### config.mk
export PLATFORM = sky130hd
export DESIGN_NAME = isa_dma_engine_flat
export DESIGN_NICKNAME = d
export VERILOG_FILES = /design/src/rtl/isa_dma_engine_if.sv /design/src/rtl/isa_dma_engine.sv /design/src/flat_wrapper.sv
export SDC_FILE = /design/constraint.sdc
export NUM_CORES = 1
export LEC_CHECK = 0
export ABC_AREA = 1
export CORE_ASPECT_RATIO = 0.6
export CORE_MARGIN = 3
export CORE_UTILIZATION = 52
export CTS_BUF_LIST = sky130_fd_sc_hd__clkbuf_8
export DETAILED_ROUTE_END_ITERATION = 16
export PLACE_DENSITY = 0.8
export SKIP_CTS_REPAIR_TIMING = 1
export SLEW_MARGIN = 10
export SYNTH_ARGS = -nofsm -noshare
export SYNTH_HDL_FRONTEND = slang
export SYNTH_SLANG_ARGS = --single-unit
### constraint.sdc
create_clock -name clk -period 1.95 [get_ports clk]
set_input_delay 0.39 -clock clk [delete_from_list [all_inputs] [get_ports clk]]
set_output_delay 0.39 -clock clk [all_outputs]
set_load 0.02 [all_outputs]
### src/rtl/isa_dma_engine_if.sv
// ISA-side DMA bus bundle: ISA pins, channel configuration and the HPS RX/TX handshake.
interface isa_dma_engine_if;
  logic [3:0]  drq;
  logic        pio_busy;
  logic        cfg_load;
  logic [1:0]  cfg_channel;
  logic [15:0] cfg_count;
  logic        cfg_dir;
  logic [15:0] d_in;
  logic [15:0] d_out;
  logic        d_oe;
  logic [3:0]  dack_n;
  logic        aen;
  logic        ior_n;
  logic        iow_n;
  logic        dma_busy;
  logic [15:0] rx_data;
  logic [1:0]  rx_channel;
  logic        rx_valid;
  logic        rx_ack;
  logic [15:0] tx_data;
  logic        tx_valid;
  logic        tx_ready;
  logic [3:0]  tc;

  // DMA engine side: owns the ISA strobes and the RX/TX buffer outputs
  modport master (
    input  drq, pio_busy, cfg_load, cfg_channel, cfg_count, cfg_dir, d_in,
           rx_ack, tx_data, tx_valid,
    output d_out, d_oe, dack_n, aen, ior_n, iow_n, dma_busy,
           rx_data, rx_channel, rx_valid, tx_ready, tc
  );

  // Surrounding logic: ISA pins, PIO arbitration and the HPS register file
  modport slave (
    output drq, pio_busy, cfg_load, cfg_channel, cfg_count, cfg_dir, d_in,
           rx_ack, tx_data, tx_valid,
    input  d_out, d_oe, dack_n, aen, ior_n, iow_n, dma_busy,
           rx_data, rx_channel, rx_valid, tx_ready, tc
  );
endinterface

### src/rtl/isa_dma_engine.sv
// ISA DMA cycle sequencer: single-transfer cycles between the ISA bus and a
// one-entry RX/TX buffer, with per-channel transfer counters and terminal count.
module isa_dma_engine #(
  parameter int unsigned SYNC_STAGES   = 2,
  parameter int unsigned SETUP_CYCLES  = 1,
  parameter int unsigned STROBE_CYCLES = 3
) (
  input  logic           clk,
  input  logic           reset,
  isa_dma_engine_if.master bus
);

  localparam int unsigned NCH   = 4;
  localparam int unsigned MAXPH = (SETUP_CYCLES > STROBE_CYCLES) ? SETUP_CYCLES : STROBE_CYCLES;
  localparam int unsigned PH_W  = (MAXPH > 1) ? $clog2(MAXPH) : 1;

  typedef enum logic [2:0] {
    S_IDLE,
    S_SETUP,
    S_STROBE,
    S_HOLD,
    S_RELEASE
  } state_t;

  state_t          state_q;
  logic [PH_W-1:0] ph_q;
  logic [1:0]      ch_q;
  logic [15:0]     cnt_q [NCH];
  logic [3:0]      dir_q;
  logic [3:0]      en_q;
  logic [3:0]      sync_q [SYNC_STAGES];

  logic [15:0] d_out_q;
  logic        d_oe_q;
  logic [3:0]  dack_n_q;
  logic        aen_q;
  logic        ior_n_q;
  logic        iow_n_q;
  logic        dma_busy_q;
  logic [15:0] rx_data_q;
  logic [1:0]  rx_channel_q;
  logic        rx_valid_q;
  logic        tx_ready_q;
  logic [3:0]  tc_q;

  logic [3:0]  drq_sync;
  logic [3:0]  elig;
  logic [1:0]  ch_next;

  assign drq_sync = sync_q[SYNC_STAGES-1];

  // DRQ synchroniser chain
  always_ff @(posedge clk or negedge reset) begin
    if (!reset) begin
      for (int i = 0; i < int'(SYNC_STAGES); i++) sync_q[i] <= 4'h0;
    end else begin
      sync_q[0] <= bus.drq;
      for (int i = 1; i < int'(SYNC_STAGES); i++) sync_q[i] <= sync_q[i-1];
    end
  end

  // Channel eligibility and fixed priority (ch0 wins)
  always_comb begin
    ch_next = 2'd0;
    for (int n = 0; n < int'(NCH); n++) begin
      elig[n] = en_q[n] & drq_sync[n] & (dir_q[n] ? bus.tx_valid : !rx_valid_q);
    end
    for (int n = int'(NCH) - 1; n >= 0; n--) begin
      if (elig[n]) ch_next = 2'(n);
    end
  end

  // Cycle sequencer, channel configuration and buffer handshakes
  always_ff @(posedge clk or negedge reset) begin
    if (!reset) begin
      state_q      <= S_IDLE;
      ph_q         <= '0;
      ch_q         <= 2'd0;
      for (int n = 0; n < int'(NCH); n++) cnt_q[n] <= 16'd0;
      dir_q        <= 4'h0;
      en_q         <= 4'h0;
      d_out_q      <= 16'd0;
      d_oe_q       <= 1'b0;
      dack_n_q     <= 4'hF;
      aen_q        <= 1'b0;
      ior_n_q      <= 1'b1;
      iow_n_q      <= 1'b1;
      dma_busy_q   <= 1'b0;
      rx_data_q    <= 16'd0;
      rx_channel_q <= 2'd0;
      rx_valid_q   <= 1'b0;
      tx_ready_q   <= 1'b0;
      tc_q         <= 4'h0;
    end else begin
      tx_ready_q <= 1'b0;
      tc_q       <= 4'h0;

      if (bus.rx_ack && rx_valid_q) rx_valid_q <= 1'b0;

      // A load aimed at the channel currently on the bus is dropped
      if (bus.cfg_load && !(dma_busy_q && (bus.cfg_channel == ch_q))) begin
        cnt_q[bus.cfg_channel] <= bus.cfg_count;
        dir_q[bus.cfg_channel] <= bus.cfg_dir;
        en_q[bus.cfg_channel]  <= (bus.cfg_count != 16'd0);
      end

      case (state_q)
        S_IDLE: begin
          if (!bus.pio_busy && (|elig)) begin
            state_q    <= S_SETUP;
            ch_q       <= ch_next;
            ph_q       <= PH_W'(SETUP_CYCLES - 1);
            dma_busy_q <= 1'b1;
            aen_q      <= 1'b1;
            dack_n_q   <= ~(4'b0001 << ch_next);
            if (dir_q[ch_next]) begin
              d_oe_q  <= 1'b1;
              d_out_q <= ch_next[1] ? bus.tx_data : {8'h00, bus.tx_data[7:0]};
            end
          end
        end
        S_SETUP: begin
          if (ph_q == '0) begin
            state_q <= S_STROBE;
            ph_q    <= PH_W'(STROBE_CYCLES - 1);
            if (dir_q[ch_q]) iow_n_q <= 1'b0;
            else             ior_n_q <= 1'b0;
          end else begin
            ph_q <= ph_q - PH_W'(1);
          end
        end
        S_STROBE: begin
          if (ph_q == '0) begin
            state_q <= S_HOLD;
            ior_n_q <= 1'b1;
            iow_n_q <= 1'b1;
            if (dir_q[ch_q]) begin
              tx_ready_q <= 1'b1;
            end else begin
              rx_data_q    <= ch_q[1] ? bus.d_in : {8'h00, bus.d_in[7:0]};
              rx_channel_q <= ch_q;
              rx_valid_q   <= 1'b1;
            end
          end else begin
            ph_q <= ph_q - PH_W'(1);
          end
        end
        S_HOLD: begin
          state_q  <= S_RELEASE;
          dack_n_q <= 4'hF;
          aen_q    <= 1'b0;
          d_oe_q   <= 1'b0;
          d_out_q  <= 16'd0;
        end
        S_RELEASE: begin
          state_q      <= S_IDLE;
          dma_busy_q   <= 1'b0;
          cnt_q[ch_q]  <= cnt_q[ch_q] - 16'd1;
          if (cnt_q[ch_q] == 16'd1) begin
            tc_q[ch_q] <= 1'b1;
            en_q[ch_q] <= 1'b0;
          end
        end
        default: state_q <= S_IDLE;
      endcase
    end
  end

  assign bus.d_out      = d_out_q;
  assign bus.d_oe       = d_oe_q;
  assign bus.dack_n     = dack_n_q;
  assign bus.aen        = aen_q;
  assign bus.ior_n      = ior_n_q;
  assign bus.iow_n      = iow_n_q;
  assign bus.dma_busy   = dma_busy_q;
  assign bus.rx_data    = rx_data_q;
  assign bus.rx_channel = rx_channel_q;
  assign bus.rx_valid   = rx_valid_q;
  assign bus.tx_ready   = tx_ready_q;
  assign bus.tc         = tc_q;

endmodule

### src/flat_wrapper.sv
// flat-port wrapper written by rule: the top's interface ports become plain ports
module isa_dma_engine_flat 
#(
  parameter int unsigned SYNC_STAGES   = 2,
  parameter int unsigned SETUP_CYCLES  = 1,
  parameter int unsigned STROBE_CYCLES = 3
)
  (clk, reset, bus_drq, bus_pio_busy, bus_cfg_load, bus_cfg_channel, bus_cfg_count, bus_cfg_dir, bus_d_in, bus_rx_ack, bus_tx_data, bus_tx_valid, bus_d_out, bus_d_oe, bus_dack_n, bus_aen, bus_ior_n, bus_iow_n, bus_dma_busy, bus_rx_data, bus_rx_channel, bus_rx_valid, bus_tx_ready, bus_tc);
  isa_dma_engine_if bus_i ();
  input  logic clk;
  input  logic reset;
  input wire logic [$bits(bus_i.drq)-1:0] bus_drq;
  input wire logic [$bits(bus_i.pio_busy)-1:0] bus_pio_busy;
  input wire logic [$bits(bus_i.cfg_load)-1:0] bus_cfg_load;
  input wire logic [$bits(bus_i.cfg_channel)-1:0] bus_cfg_channel;
  input wire logic [$bits(bus_i.cfg_count)-1:0] bus_cfg_count;
  input wire logic [$bits(bus_i.cfg_dir)-1:0] bus_cfg_dir;
  input wire logic [$bits(bus_i.d_in)-1:0] bus_d_in;
  input wire logic [$bits(bus_i.rx_ack)-1:0] bus_rx_ack;
  input wire logic [$bits(bus_i.tx_data)-1:0] bus_tx_data;
  input wire logic [$bits(bus_i.tx_valid)-1:0] bus_tx_valid;
  output wire logic [$bits(bus_i.d_out)-1:0] bus_d_out;
  output wire logic [$bits(bus_i.d_oe)-1:0] bus_d_oe;
  output wire logic [$bits(bus_i.dack_n)-1:0] bus_dack_n;
  output wire logic [$bits(bus_i.aen)-1:0] bus_aen;
  output wire logic [$bits(bus_i.ior_n)-1:0] bus_ior_n;
  output wire logic [$bits(bus_i.iow_n)-1:0] bus_iow_n;
  output wire logic [$bits(bus_i.dma_busy)-1:0] bus_dma_busy;
  output wire logic [$bits(bus_i.rx_data)-1:0] bus_rx_data;
  output wire logic [$bits(bus_i.rx_channel)-1:0] bus_rx_channel;
  output wire logic [$bits(bus_i.rx_valid)-1:0] bus_rx_valid;
  output wire logic [$bits(bus_i.tx_ready)-1:0] bus_tx_ready;
  output wire logic [$bits(bus_i.tc)-1:0] bus_tc;
  assign bus_i.drq = bus_drq;
  assign bus_i.pio_busy = bus_pio_busy;
  assign bus_i.cfg_load = bus_cfg_load;
  assign bus_i.cfg_channel = bus_cfg_channel;
  assign bus_i.cfg_count = bus_cfg_count;
  assign bus_i.cfg_dir = bus_cfg_dir;
  assign bus_i.d_in = bus_d_in;
  assign bus_i.rx_ack = bus_rx_ack;
  assign bus_i.tx_data = bus_tx_data;
  assign bus_i.tx_valid = bus_tx_valid;
  assign bus_d_out = bus_i.d_out;
  assign bus_d_oe = bus_i.d_oe;
  assign bus_dack_n = bus_i.dack_n;
  assign bus_aen = bus_i.aen;
  assign bus_ior_n = bus_i.ior_n;
  assign bus_iow_n = bus_i.iow_n;
  assign bus_dma_busy = bus_i.dma_busy;
  assign bus_rx_data = bus_i.rx_data;
  assign bus_rx_channel = bus_i.rx_channel;
  assign bus_rx_valid = bus_i.rx_valid;
  assign bus_tx_ready = bus_i.tx_ready;
  assign bus_tc = bus_i.tc;
  isa_dma_engine #(.SYNC_STAGES(SYNC_STAGES), .SETUP_CYCLES(SETUP_CYCLES), .STROBE_CYCLES(STROBE_CYCLES)) u_core (.clk(clk), .reset(reset), .bus(bus_i));
endmodule
; Word level (Yosys, flattened, before mapping)
; Index checks and enable logic that the tools add are counted.
[totals]
word_cells = 159
register_bits = 136
inputBits = 61
output_inout_bits = 49
[op_classes]
mux = 69
addsub = 2
n_eq_ne = 13
shifts = 1
bitwise = 14
n_lt_le_gt_ge = 9
n_reduce_logical = 28
[ops]
columns = operator, n
row1 = 64-bit bitwise mux, 2
row2 = 16-bit two-way mux, 8
row3 = 64-bit two-way mux, 2
row4 = 16-bit demux with 2-bit select, 2
row5 = 16-bit binary-select mux with 2-bit select, 1
row6 = 16-bit case mux with 2 select lines, 1
row7 = 4-bit two-way mux, 6
row8 = 1-bit two-way mux, 23
row9 = "16-bit by 1-bit equality test with 1-bit output, second input constant", 1
row10 = 16-bit nonzero test, 1
row11 = "16-bit by 1-bit subtractor with 16-bit output, second input constant", 1
row12 = 2-bit two-way mux, 7
row13 = 3-bit case mux with 4 select lines, 1
row14 = 3-bit AND reduction, 4
row15 = "2-bit by 1-bit != test with 1-bit output, second input constant", 5
row16 = 1-bit case mux with 2 select lines, 5
row17 = "2-bit by 3-bit less-than comparator with 1-bit output, second input constant", 3
row18 = 3-bit two-way mux, 3
row19 = 1-bit bitwise AND, 8
row20 = 4-bit bitwise mux, 2
row21 = 1-bit logical AND, 8
row22 = 4-bit NOT, 2
row23 = 4-bit case mux with 2 select lines, 1
row24 = 4-bit AND reduction, 2
row25 = other kinds (23), 37

; Logic depth before layout (Yosys ltp)
[depth]
word_depth = 12
mapped_depth = 15
depth_no_buf = 14

; Least setup slack after synthesis
; No wires, ideal clock.
[synth_timing]
path_type = register to register
from = register u_core.ch_q[0]
to = register u_core.cnt_q[14] (netlist name)
arrival_ps = 1761
path_slack_ps = 70
path_stages_with_launch = 16
synth_period_minus_slack_ps = 1880
path_cell_list = dfrtp_1 buf_6 buf_2 nand2_1 nand2_1 nand2_1 nand2_1 inv_1 ha_1 nand3_4 nor2_4 nand3_1 nand2_1 nand2_1 nand2_1 nand2_1
[synth_between]
elab_chain_cells = 7
word_cells_on_any_way = 17
cone_classes = 1 x add/sub / 2 x order compare / 1 x eq/ne / 8 x mux / 1 x bitwise / 4 x reduce/logical
[synth_lines]
columns = item, line
row1 = start: declaration, isa_dma_engine.sv:27  ; logic [1:0] ch_q;
row2 = start signal: assignment, isa_dma_engine.sv:111  ; ch_q <= ch_next;
row3 = 2-bit NOT with 3-bit output (not written as such) or 2-bit equality test (tied branches), "isa_dma_engine.sv:158, isa_dma_engine.sv:101"
row4 = "16-bit binary-select mux with 2-bit select, or another cell as far along", isa_dma_engine.sv:158  ; cnt_q[ch_q] <= cnt_q[ch_q] - 16'd1;
row5 = "16-bit two-way mux (not written as such), or another cell as far along", isa_dma_engine.sv:158
row6 = 16-bit two-way mux (not written as such) or 1-bit logical AND (tied branches), "isa_dma_engine.sv:158, isa_dma_engine.sv:101"
row7 = "16-bit by 1-bit subtractor with 16-bit output, or another cell as far along", isa_dma_engine.sv:158
row8 = 64-bit bitwise mux, isa_dma_engine.sv:158
row9 = 64-bit two-way mux (*), isa_dma_engine.sv:107  ; case (state_q)
row10 = end signal: indexed assignment, isa_dma_engine.sv:102  ; cnt_q[bus.cfg_channel] <= bus.cfg_count;
row11 = end signal: indexed assignment, isa_dma_engine.sv:158
row12 = end: declaration, isa_dma_engine.sv:28  ; logic [15:0] cnt_q [NCH];
; Every way passes the cells marked *; elsewhere a longest branch is shown, timed or not. The select of a mux whose other input is x is not followed.
; A chain may end at the register's enable or synchronous reset.

; Final worst setup path
[layout_timing]
from = register u_core.ch_q[0]
to = register u_core.cnt_q[6] (netlist name)
; Same word-level chain as after synthesis.

==> results.md <==
* Crit end category: flip-flop
* Setup CP Type: reg2reg
* Commonest non-fill, non-tap cell in the layout: nand2_1
* Critical Path RT at 2330 ps
* Dpl ws at -263 ps
* Congestion Overflow GR at 0
* Drt drc at 0
* Largest net degree at the start of global routing at 52
* Clk_lat worst skew at 450 ps
* Register area share after synthesis at 0.436
* Status: complete, but fails checks
* Fin util at 0.768
* Die area at 16600 um2
* Fin nets at 1342
* Syn Nets at 1120
* Failing checks: setup timing
* Power Total at 20000 uW
* Most frequent cells in the layout: nand2_1 (377), dfrtp_1 (130), buf_4 (103)
* Core Area at 14600 um2
* Crit path time final at 2070 ps
* First-pass iteration count of the detailed router at 7
* Setup crit start kind: flip-flop
* CTS clk-pin slew, worst paths at 90 ps
* Gr usage total at 0.303
* TNS Setup at -2310 ps
* I/O Pins at 110
* Static Leak at 0.00553 uW
* CTS HTree Levels at 4
* Layout cell share with drive strength beyond 1 at 0.268
* M3 GR Usage at 0.112
* Max cap viols at 0
* R2R depth at 12
* Initial DRC count at 1124
* Normalized max-slew margin at 0.665
* Detailed placement HPWL at 17.3 mm
* Clock Skews at 12.3 ps
* Synth Area per Inst at 7.41 um2
* Pwr/cell area at 1780 nW/um2
* Met2 Track Usage GR at 0.425
* Final wirelength at 27.6 mm
* Clock Sinks at 136
* Worst Hold Depth at 0
* WP data arrival at 2450 ps
* Worst-margin pin slew at 502 ps
* Max VDD drop at 0.804 mV
* CTS Buffer Depth at 2
* Port Buf Inserts at 109
* Cell Area, Synth at 7820 um2
* TritonCTS clock tree: done
* RSZ-0062 raised after global routing: true
* Final setup margin at -122 ps
* Flops & latches, synth at 136
* Clock Tree Root: clkbuf_8
* Final Max Slew Viols at 0
* Inserted Clock Buffers at 17
* Initial Utilization at 0.536
* Grt peak-use layer: met1
* Final period util at 1.06
* Vias/cell at 5.66
* Routed len/inst at 18.6 um
* Die W at 164 um
* Top achievable clock speed at 0.483 GHz
* Crit path max fanout at 6
* Mapped Cells at 1055
* Vias in the first global route at 7483
* Antenna-violating nets left at 0
* Initial antenna violation count at 0
* Final setup violation count at 38
* First-pass GRT wire length at 39.1 mm
* Yosys cell types at 38
* Cell Rows at 34
* Die height at 101 um
* GRT met1 Usage at 0.442
* Fillers at 939
* Total number of vias at 8420
* Min-Delay Path Class: reg2reg
* Final hold viol count at 0
* Final Wtd Congestion at 0.950
* Syn. warnings at 0
* N_diodes at 0
* Layout Area Growth over Synthesis at 43.3%
-- cell type report --
| cell class | count | area (um2) | area share |
|---|---|---|---|
| multi-input cells | 764 | 4250 | 0.380 |
| flip-flops and latches | 136 | 3410 | 0.304 |
| repair buffers | 249 | 2470 | 0.220 |
| inverters | 109 | 435 | 0.0389 |
| well taps | 198 | 248 | 0.0221 |
| clock buffers | 17 | 234 | 0.0209 |
| clock inverters | 15 | 156 | 0.0140 |
-- logic make-up (layout without fill, tap and decap cells) --
| group | after synthesis | count (layout) | share of synthesized area |
|---|---|---|---|
| AO/OA/AOI/OAI | 116 | 116 | 0.100 |
| XOR/XNOR | 4 | 4 | 0.00544 |
| adder cells (fa/ha/maj) | 4 | 4 | 0.00640 |
| buffers and inverters | 155 | 390 | 0.0928 |
| flip-flops | 136 | 136 | 0.436 |
| AND/OR/NAND/NOR | 640 | 640 | 0.359 |
-- Yosys cell counts, drive strengths merged --
| library cell | count | area (um2) |
|---|---|---|
| a21oi | 5 | 28.8 |
| nor3 | 7 | 40.0 |
| o21ai | 69 | 345 |
| o211ai | 40 | 395 |
| o22ai | 2 | 12.5 |
| xor2 | 3 | 33.8 |
| buf | 38 | 284 |
| nor2 | 68 | 389 |
| xnor2 | 1 | 8.76 |
| nand3 | 121 | 651 |
| nand2 | 434 | 1660 |
| dfrtp | 130 | 3250 |
| nor4 | 1 | 6.26 |
| dfstp | 6 | 158 |
| nand4 | 6 | 37.5 |
| nand3b | 1 | 7.51 |
| inv | 107 | 404 |
| clkinv | 2 | 7.51 |
| clkbuf | 8 | 30.0 |
| ha | 4 | 50.1 |
| and2 | 2 | 13.8 |
-- critical path: stages, from the launching register on --
cell and delay (ps):
dfrtp_1 410, buf_6 190, nor2_4 60, nand2_2 70
o21ai_2 70, nor2_4 190, ha_4 180, nand3_4 90
nor2_4 230, buf_6 150, xor2_4 180, nand2_1 90
nand2_1 90
-- path summary, 6_finish.rpt --
check,startpoint,endpoint,slack [ps]
max,u_core.ch_q[0],u_core.cnt_q[6],-120
min,u_core.sync_q[6],u_core.drq_sync[2],360
max in group asynchronous,reset,u_core.bus.dack_n[2],880
min reg2reg,u_core.sync_q[6],u_core.drq_sync[2],360
min in group asynchronous,reset,u_core.cnt_q[55],440
max reg2reg,u_core.ch_q[0],u_core.cnt_q[6],-120
-- routing by layer --
metal  share of wire  up-vias
met1            0.40     3933
met5               0        -
met4           0.029        0
met3            0.14       93
li1                -     3794
met2            0.43      600
-- sequential cells by signal, indices dropped and copies added (netlist names), 2 cells and up --
register               count
u_core.bus.d_out          16
u_core.ch_q                2
u_core.bus.rx_channel      2
u_core.drq_sync            4
u_core.cnt_q              64
u_core.sync_q              4
u_core.dir_q               4
u_core.state_q             3
u_core.bus.tc              4
u_core.ph_q                2
u_core.bus.rx_data        16
u_core.bus.dack_n          4
u_core.en_q                4
-- through the flow --
stage                     area, um2  std cells  hold WS, ps
after detailed placement       9880       1432          336
after floorplan                7820       1055         94.4
after CTS                     10300       1464         -125
after global routing          11200       1488          353
after global placement         9880       1432          332
final                         11200       1488          362
-- where the power goes --
group | leakage (uW) | switching (uW) | internal [uW]
Combinational | 0.00370 | 7430 | 5190
Clock | 0.000196 | 1340 | 1060
Sequential | 0.00164 | 857 | 4080
Note: power is estimated with default switching activity, not from simulation.
